[src/rtl/draw_player.sv]
// Player ship overlay stage of the VGA draw chain.
// Composites the player sprite (fetched from an external synchronous ROM) onto
// the incoming background stream at column xpos_lat and a fixed top row YPOS.
// After a hit the ship blinks for a fixed number of frames. All outputs carry a
// fixed two-cycle latency relative to the timing inputs.
module draw_player #(
    parameter int          PLAYER_WIDTH  = 32,
    parameter int          PLAYER_HEIGHT = 16,
    parameter int          YPOS          = 560,
    parameter logic [11:0] TRANSPARENT   = 12'h0F0,
    parameter int          BLINK_FRAMES  = 8,
    parameter int          BLINK_TOGGLES = 6,
    parameter int          HOR_PIXELS    = 800,
    localparam int         COL_W         = $clog2(PLAYER_WIDTH),
    localparam int         ROW_W         = $clog2(PLAYER_HEIGHT),
    localparam int         ADDR_W        = ROW_W + COL_W
) (
    input  logic              clk,
    input  logic              rst,
    input  logic [11:0]       xpos,
    input  logic              hit,
    input  logic [10:0]       vcount_in,
    input  logic              vsync_in,
    input  logic              vblnk_in,
    input  logic [10:0]       hcount_in,
    input  logic              hsync_in,
    input  logic              hblnk_in,
    input  logic [11:0]       rgb_in,
    output logic [ADDR_W-1:0] pixel_addr,
    input  logic [11:0]       pixel_rgb,
    output logic [10:0]       vcount_out,
    output logic              vsync_out,
    output logic              vblnk_out,
    output logic [10:0]       hcount_out,
    output logic              hsync_out,
    output logic              hblnk_out,
    output logic [11:0]       rgb_out,
    output logic              blinking
);

    // ------------------------------------------------------------------
    // Constants
    // ------------------------------------------------------------------
    localparam int FC_W = (BLINK_FRAMES > 1) ? $clog2(BLINK_FRAMES) : 1;
    localparam int TC_W = $clog2(BLINK_TOGGLES + 1);

    localparam logic [FC_W-1:0] FRAME_LAST  = FC_W'(BLINK_FRAMES - 1);
    localparam logic [TC_W-1:0] TOGGLE_LAST = TC_W'(BLINK_TOGGLES - 1);

    localparam logic [11:0] Y_TOP   = 12'(YPOS);
    localparam logic [11:0] Y_END   = 12'(YPOS + PLAYER_HEIGHT);
    localparam logic [12:0] W_EXT   = 13'(PLAYER_WIDTH);
    localparam logic [11:0] X_RESET = 12'(HOR_PIXELS / 2);

    localparam logic [0:0] S_IDLE  = 1'b0;
    localparam logic [0:0] S_BLINK = 1'b1;

    // ------------------------------------------------------------------
    // Frame tick: first pixel of a frame. Used both to latch the sprite
    // position (so the ship never tears mid-frame) and to pace blinking.
    // ------------------------------------------------------------------
    logic frame_tick;
    assign frame_tick = (vcount_in == 11'd0) && (hcount_in == 11'd0);

    logic [11:0] xpos_lat;

    // Latch the requested position once per frame.
    always_ff @(posedge clk) begin
        // NOTE: registers are always written with <= so every flop samples
        // the pre-edge values of the others, regardless of statement order.
        if (rst) begin
            xpos_lat <= X_RESET;
        end else if (frame_tick) begin
            xpos_lat <= xpos;
        end
    end

    // ------------------------------------------------------------------
    // Blink sequencer
    // ------------------------------------------------------------------
    logic [0:0]      state;
    logic [FC_W-1:0] frame_cnt;
    logic [TC_W-1:0] toggle_cnt;
    logic            visible;

    // Hit (re)starts the sequence; frame ticks advance it until the last toggle.
    always_ff @(posedge clk) begin
        if (rst) begin
            state      <= S_IDLE;
            frame_cnt  <= '0;
            toggle_cnt <= '0;
            visible    <= 1'b1;
        end else if (hit) begin
            // A hit coinciding with a frame tick restarts; the tick is dropped.
            state      <= S_BLINK;
            frame_cnt  <= '0;
            toggle_cnt <= '0;
            visible    <= 1'b0;
        end else if (state == S_BLINK && frame_tick) begin
            if (frame_cnt == FRAME_LAST) begin
                frame_cnt <= '0;
                if (toggle_cnt == TOGGLE_LAST) begin
                    // Final toggle ends the sequence with the ship shown.
                    state      <= S_IDLE;
                    toggle_cnt <= '0;
                    visible    <= 1'b1;
                end else begin
                    toggle_cnt <= toggle_cnt + 1'b1;
                    visible    <= ~visible;
                end
            end else begin
                frame_cnt <= frame_cnt + 1'b1;
            end
        end
    end

    assign blinking = (state == S_BLINK);

    // ------------------------------------------------------------------
    // Stage 1 decode: is the current pixel inside the sprite box, and
    // which ROM word does it need.
    // ------------------------------------------------------------------
    logic [12:0]       h_ext;
    logic [12:0]       x_start;
    logic [12:0]       x_end;
    logic [11:0]       v_ext;
    logic [COL_W-1:0]  col_off;
    logic [ROW_W-1:0]  row_off;
    logic              in_sprite;
    logic [ADDR_W-1:0] addr_next;

    // Widen before comparing so xpos_lat + width can never wrap.
    assign h_ext   = {2'b00, hcount_in};
    assign x_start = {1'b0, xpos_lat};
    assign x_end   = x_start + W_EXT;
    assign v_ext   = {1'b0, vcount_in};
    assign col_off = COL_W'(hcount_in) - COL_W'(xpos_lat);
    assign row_off = ROW_W'(vcount_in) - ROW_W'(Y_TOP);

    // Sprite window test and ROM address generation.
    always_comb begin
        // NOTE: every output of a combinational block gets a default first;
        // a path that leaves one unassigned would infer a latch.
        in_sprite = 1'b0;
        addr_next = '0;
        if (!hblnk_in && !vblnk_in &&
            h_ext >= x_start && h_ext < x_end &&
            v_ext >= Y_TOP   && v_ext < Y_END) begin
            in_sprite = 1'b1;
            addr_next = {row_off, col_off};
        end
    end

    // ------------------------------------------------------------------
    // Stage 1 registers
    // ------------------------------------------------------------------
    logic [10:0] vcount_d1;
    logic        vsync_d1;
    logic        vblnk_d1;
    logic [10:0] hcount_d1;
    logic        hsync_d1;
    logic        hblnk_d1;
    logic [11:0] rgb_d1;
    logic        in_sprite_d1;
    logic        visible_d1;

    // Register timing, background and the sprite decision; drive the ROM.
    always_ff @(posedge clk) begin
        if (rst) begin
            vcount_d1    <= '0;
            vsync_d1     <= 1'b0;
            vblnk_d1     <= 1'b0;
            hcount_d1    <= '0;
            hsync_d1     <= 1'b0;
            hblnk_d1     <= 1'b0;
            rgb_d1       <= '0;
            in_sprite_d1 <= 1'b0;
            visible_d1   <= 1'b0;
            pixel_addr   <= '0;
        end else begin
            vcount_d1    <= vcount_in;
            vsync_d1     <= vsync_in;
            vblnk_d1     <= vblnk_in;
            hcount_d1    <= hcount_in;
            hsync_d1     <= hsync_in;
            hblnk_d1     <= hblnk_in;
            rgb_d1       <= rgb_in;
            in_sprite_d1 <= in_sprite;
            // Visibility is frozen per pixel here, alongside the window test.
            visible_d1   <= visible;
            pixel_addr   <= addr_next;
        end
    end

    // ------------------------------------------------------------------
    // Stage 2 registers. The ROM captures pixel_addr on this same edge, so
    // its data is valid during the stage-2 cycle and the final colour mux
    // is combinational on these registers and pixel_rgb.
    // ------------------------------------------------------------------
    logic [11:0] rgb_d2;
    logic        in_sprite_d2;
    logic        visible_d2;

    // Second pipeline stage: timing outputs and the compositing controls.
    always_ff @(posedge clk) begin
        if (rst) begin
            vcount_out   <= '0;
            vsync_out    <= 1'b0;
            vblnk_out    <= 1'b0;
            hcount_out   <= '0;
            hsync_out    <= 1'b0;
            hblnk_out    <= 1'b0;
            rgb_d2       <= '0;
            in_sprite_d2 <= 1'b0;
            visible_d2   <= 1'b0;
        end else begin
            vcount_out   <= vcount_d1;
            vsync_out    <= vsync_d1;
            vblnk_out    <= vblnk_d1;
            hcount_out   <= hcount_d1;
            hsync_out    <= hsync_d1;
            hblnk_out    <= hblnk_d1;
            rgb_d2       <= rgb_d1;
            in_sprite_d2 <= in_sprite_d1;
            visible_d2   <= visible_d1;
        end
    end

    // Composite: opaque, visible sprite pixels replace the background.
    always_comb begin
        rgb_out = rgb_d2;
        if (in_sprite_d2 && visible_d2 && pixel_rgb != TRANSPARENT) begin
            rgb_out = pixel_rgb;
        end
    end

endmodule

[config.mk]
export PLATFORM = sky130hd
export DESIGN_NAME = draw_player
export DESIGN_NICKNAME = d
export VERILOG_FILES = /design/src/rtl/draw_player.sv
export SDC_FILE = /design/constraint.sdc
export NUM_CORES = 1
export LEC_CHECK = 0
export ABC_AREA = 1
export BUFFER_PORTS_ARGS = -buffer_cell sky130_fd_sc_hd__buf_2
export CORE_MARGIN = 2
export CORE_UTILIZATION = 56
export CTS_CLUSTER_DIAMETER = 120
export DETAILED_ROUTE_END_ITERATION = 8
export PLACE_DENSITY = 0.95
export SYNTH_ARGS = -nofsm -noshare
export SYNTH_HDL_FRONTEND = slang
export SYNTH_SLANG_ARGS = --single-unit
[constraint.sdc]
create_clock -name clk -period 4.8 [get_ports clk]
set_clock_uncertainty 0.05 [all_clocks]
set_input_delay 0.48 -clock clk [delete_from_list [all_inputs] [get_ports clk]]
set_output_delay 0.48 -clock clk [all_outputs]
set_load 0.005 [all_outputs]
After elaboration in Yosys (flattened, before gate mapping)
Index checks and enable logic that the tools add are counted.
{"block": "word_totals", "register_bits": 109, "input_bits": 65, "word_cells": 70}
{"block": "op_classes", "reduce_logical": 21, "n_mux": 12, "magnitude_cmp": 4, "eq_ne": 3, "bitwise": 2, "add_sub_neg": 4}
{"op": "zero test 11 bit", "n": 2}
{"op": "adder 12 x 6 -> 13 bit (second input constant)", "n": 1}
{"op": "< comparator 11 x 13 -> 1 bit", "n": 1}
{"op": "greater-or-equal comparator 11 x 12 -> 1 bit", "n": 1}
{"op": "2-to-1 mux 12 bit", "n": 1}
{"op": "!= test 12 x 8 -> 1 bit (second input constant)", "n": 1}
{"op": "greater-or-equal comparator 11 x 10 -> 1 bit (second input constant)", "n": 1}
{"op": "< comparator 11 x 10 -> 1 bit (second input constant)", "n": 1}
{"op": "logical AND 1 bit", "n": 9}
{"op": "2-to-1 mux 1 bit", "n": 9}
{"op": "adder 3 x 1 -> 3 bit (second input constant)", "n": 2}
{"op": "== test 3 bit (second input constant)", "n": 2}
{"op": "2-to-1 mux 3 bit", "n": 2}
{"op": "nonzero test 2 bit", "n": 3}
{"op": "subtractor 5 bit", "n": 1}
{"op": "AND reduction 2 bit", "n": 2}
{"op": "OR reduction 2 bit", "n": 2}
{"op": "AND reduction 3 bit", "n": 1}
{"op": "zero test 1 bit", "n": 2}
{"op": "inverter 1 bit", "n": 2}

Logic depth before layout (Yosys ltp)
{"block": "logic_depth", "ltp_word": 8, "ltp_mapped": 12, "ltp_nobuf": 12}

Worst setup path after synthesis
Ideal clock, no wire load.
{"block": "synth_timing", "kind": "in2reg", "start": "input port hcount_in[0]", "end": "register pixel_addr[0]", "path_slack_ns": 2.870, "setup_ns": 0.117, "arrival_time_ns": 1.763, "cell_stages": 12, "path_buffers": 0, "path_cell_list": "inv_1 > ha_1 > inv_1 > fa_1 > nand3_1 > nand2_1 > nor2_1 > nor2_1 > nor2_1 > nor2_1 > nand2_2 > nor2_1"}
{"block": "synth_via", "elab_chain_len": 7, "word_cells_on_any_way": 9, "classes_between": "1 x add/sub; 2 x order compare; 1 x bitwise; 5 x reduce/logical"}
{"item": "from (decl)", "line_no": "25", "text": "input logic [10:0] hcount_in,"}
{"item": "greater-or-equal comparator 11 x 12 -> 1 bit", "line_no": "147", "text": "h_ext >= x_start && h_ext < x_end &&"}
{"item": "logical AND 1 bit", "line_no": "146", "text": "if (!hblnk_in && !vblnk_in &&"}
{"item": "logical AND 1 bit (2 in series)", "line_no": "147"}
{"item": "logical AND 1 bit", "line_no": "148", "text": "v_ext >= Y_TOP && v_ext < Y_END) begin"}
{"item": "inverter 1 bit (no source line)"}
{"item": "OR reduction 2 bit (no source line)"}
{"item": "to (signal assigned)", "line_no": "191", "text": "pixel_addr <= addr_next;"}
{"item": "to (decl)", "line_no": "29", "text": "output logic [ADDR_W-1:0] pixel_addr,"}
Parallel ways exist; a longest one is shown, timed or not.
A chain may end at the register's enable or synchronous reset.

Worst setup path in the final report
{"block": "layout_timing", "start": "input port pixel_rgb[8]", "end": "output port rgb_out[10]"}
{"block": "layout_via", "elab_chain_len": 3}
{"item": "from (decl)", "line_no": "30", "text": "input logic [11:0] pixel_rgb,"}
{"item": "!= test 12 x 8 -> 1 bit", "line_no": "232", "text": "if (in_sprite_d2 && visible_d2 && pixel_rgb != TRANSPARENT) begin"}
{"item": "logical AND 1 bit", "line_no": "232"}
{"item": "2-to-1 mux 12 bit", "line_no": "232"}
{"item": "to (decl)", "line_no": "37", "text": "output logic [11:0] rgb_out,"}
Every way passes these cells.

==> results.py <==
metrics = {
    "outcome": {
        "status": "finished clean",
    },
    "clocking": {
        "cts_root_buffer": "clkbuf_8",
        "tritoncts": "built",
        "clk_pin_slew_ns": 0.10,
        "cts_setup_buffers": 0,
        "hold_buffers": 0,
        "cts_resized": 0,
        "clk_path_buf_depth": 2,
        "cts_htree_levels": 3,
        "clk_latency_ns": 0.36,
        "clkSinkCount": 109,
        "cts-buffers-inserted": 9,
    },
    "placement": {
        "routabilityCongestion": 0.906,
        "io_buffers": 112,
        "place_hpwl_um": 6440,
    },
    "global_route": {
        "grt_pass1_wl_um": 14600,
        "track_usage_pct": 22.0,
        "grt_pass1_vias": 3424,
        "grt_start_max_net_pins": 81,
        "grt_overflow": 0,
        "antenna_found_initial": 0,
    },
    "synth": {
        "synth_xor_area_share_pct": 1.05,
        "synthAdderAreaFrac_pct": 6.48,
        "yosysSeqAreaShare_pct": 52.3,
        "netlist_top_cells_area": "dfxtp_1, nor2_1, inv_1",
        "ys_ff_latch": 109,
        "synthesis.nets": 612,
        "netlist.area_leader.share_pct": 52.3,
        "synth_compound_area_share_pct": 7.29,
        "avgSynthCellArea_um2": 7.93,
        "synth-simple-area-share_pct": 20.5,
        "synth_top_cell_by_area": "dfxtp_1",
        "synth_warnings": 0,
        "synth.area.mux_share_pct": 0,
        "netlist_area_um2": 4170,
        "synth_top_family_by_area": "simple AND/OR/NAND/NOR gates",
        "synthCells": 526,
        "ys_types": 29,
    },
    "layout": {
        "final_common_cell": "nor2_1",
        "antenna_cells": 0,
        "most-common-layout-cells": "nor2_1, inv_1, buf_2",
        "postLayoutCoreUtil_pct": 69.2,
        "drive_gt1_share_pct": 22.0,
        "final_nets": 723,
        "syn_to_final_growth_pct": 19.8,
    },
    "critical_path": {
        "r2r_setup_slack_ns": 2.61,
        "cp_max_fo": 24,
        "start_kind": "primary input",
        "r2r_end": "pixel_addr[5]",
        "critPathKind": "in2out",
        "cp-end-kind": "output pin",
        "cp.arrival_ns": 1.70,
        "r2r_cells": 12,
        "r2r_start": "xpos_lat[5]",
        "crit_required_ns": 4.27,
    },
    "detailed_routing": {
        "drt_wl_total_um": 8770,
        "vias": 3553,
        "viasPerCell": 4.79,
        "drcViolationCount": 0,
        "drtIter0Drc": 173,
        "drt_pass1_iterations": 5,
        "wire_per_inst_um": 11.8,
        "postRouteAntennaNets": 0,
    },
    "sta": {
        "fin_setup_tns_ns": 0,
        "relSlewSlack_pct": 50.7,
        "tightest_slew_ns": 0.740,
        "fmax_ghz": 0.448,
        "hold_viol": 0,
        "final-setup-viol-count": 0,
        "fin_crit_sh_pct": 46.5,
        "rsz0062_at_grt": "false",
        "layout_min_cycle_time_ns": 2.23,
        "slew_viol_final": 0,
    },
    "worst_hold_path": {
        "holdPathStages": 3,
        "min_from": "rgb_in[3]",
        "min_to": "rgb_d1[3]",
        "min_path_type": "in2reg",
    },
    "power": {
        "powerDensity_nw_per_um2": 326,
        "p_leak_nw": 2.65,
        "peakVddDrop_mv": 0.181,
    },
    "floorplanning": {
        "die_h_um": 90.3,
        "dieArea_um2": 8150,
        "coreArea_um2": 7210,
        "die_w_um": 90.3,
        "row_count": 31,
        "initial_core_util_pct": 57.8,
        "io_pins": 113,
    },
    "flow_run": {
        "max_cap_viol_count": 0,
    },
}
-- sequential cells by signal (all words and copies together) (netlist names), 9 cells and up --
register and count:
pixel_addr 9, rgb_d2 12, hcount_d1 11, hcount_out 11, vcount_d1 11, rgb_d1 12
xpos_lat 12, vcount_out 11
-- final cells by class --
cell class | instances | area, um2
fillers | 568 | 2220
clock inverters | 4 | 55.1
flip-flops and latches | 109 | 2180
repair buffers | 113 | 568
inverters | 119 | 448
clock buffers | 12 | 145
well taps | 99 | 124
multi-input cells | 285 | 1470
-- cell families (layout without fill, tap and decap cells) --
group	after synthesis	in the layout
AOI/OAI and AO/OA	59	59
adders and majority gates	21	21
buffers and inverters	132	248
DFF	109	109
xor gates and xnor gates	5	5
and+or+nand+nor	200	200
-- power by group --
group,internal (mW),total [mW],switching [mW]
Clock,0.259,0.552,0.293
Combinational,0.0559,0.130,0.0745
Sequential,0.936,0.945,0.00952
Total,1.25,1.63,0.377
-- cells in the mapped netlist --
| cell type | instances |
|---|---|
| buf_6 | 2 |
| a21o_1 | 1 |
| nor3_1 | 2 |
| clkbuf_1 | 9 |
| o21a_1 | 1 |
| nor3b_1 | 1 |
| xor2_1 | 2 |
| clkinv_2 | 1 |
| xnor2_1 | 3 |
| nand3_1 | 7 |
| o21ai_2 | 1 |
| nand4_1 | 6 |
| nor2_2 | 4 |
| nand2_1 | 46 |
| o21ai_1 | 7 |
| nand2_2 | 2 |
| nand2_4 | 1 |
| nor2_1 | 123 |
| fa_1 | 1 |
| dfxtp_1 | 109 |
| a21oi_1 | 22 |
| nor4_1 | 3 |
| nor2_4 | 1 |
| nand3_2 | 3 |
| buf_2 | 2 |
| nand4_4 | 1 |
| o21ai_0 | 27 |
| ha_1 | 20 |
| inv_1 | 118 |
-- worst max-delay path, stage by stage --
cell,delay (ns)
buf_2,0.10
nor4_1,0.32
nand3_1,0.14
nand3_2,0.32
nand2_1,0.09
o21ai_1,0.11
buf_2,0.15
-- worst max path at each step --
| stage | from | endpoint | slack [ns] | depth (start not counted) |
|---|---|---|---|---|
| 2_1_floorplan | hcount_in[0] | pixel_addr[0] | 2.87 | 12 |
| 3_3_place_gp | hcount_in[0] | pixel_addr[0] | 2.46 | 13 |
| 3_5_place_dp | hcount_in[0] | pixel_addr[5] | 2.38 | 13 |
| 4_1_cts | pixel_rgb[8] | rgb_out[7] | 2.56 | 7 |
| 5_1_grt | pixel_rgb[4] | rgb_out[7] | 2.41 | 8 |
| 6_report | pixel_rgb[8] | rgb_out[10] | 2.57 | 7 |
-- per-layer routing --
layer,wire length (um),vias up,track usage [%]
li1,-,1790,-
met1,3350,1561,23.0
met2,4530,171,40.8
met3,620,31,5.34
met4,264,0,11.5
met5,0,-,0
-- through the flow --
| step | area (um2) | instances | setup slack, ns | hold WS [ns] | power [mW] |
|---|---|---|---|---|---|
| 6_report | 4990 | 741 | 2.57 | 0.269 | 1.63 |
| 5_1_grt | 4990 | 741 | 2.41 | 0.261 | 1.70 |
| 4_1_cts | 4990 | 741 | 2.56 | 0.256 | 1.64 |
| 3_5_place_dp | 4790 | 725 | 2.38 | 0.343 | 1.09 |
| 3_3_place_gp | 4790 | 725 | 2.46 | 0.340 | 1.09 |
| 2_1_floorplan | 4170 | 526 | 2.87 | 0.338 | 1.03 |
No activity file was read; power rests on OpenSTA's default activity.
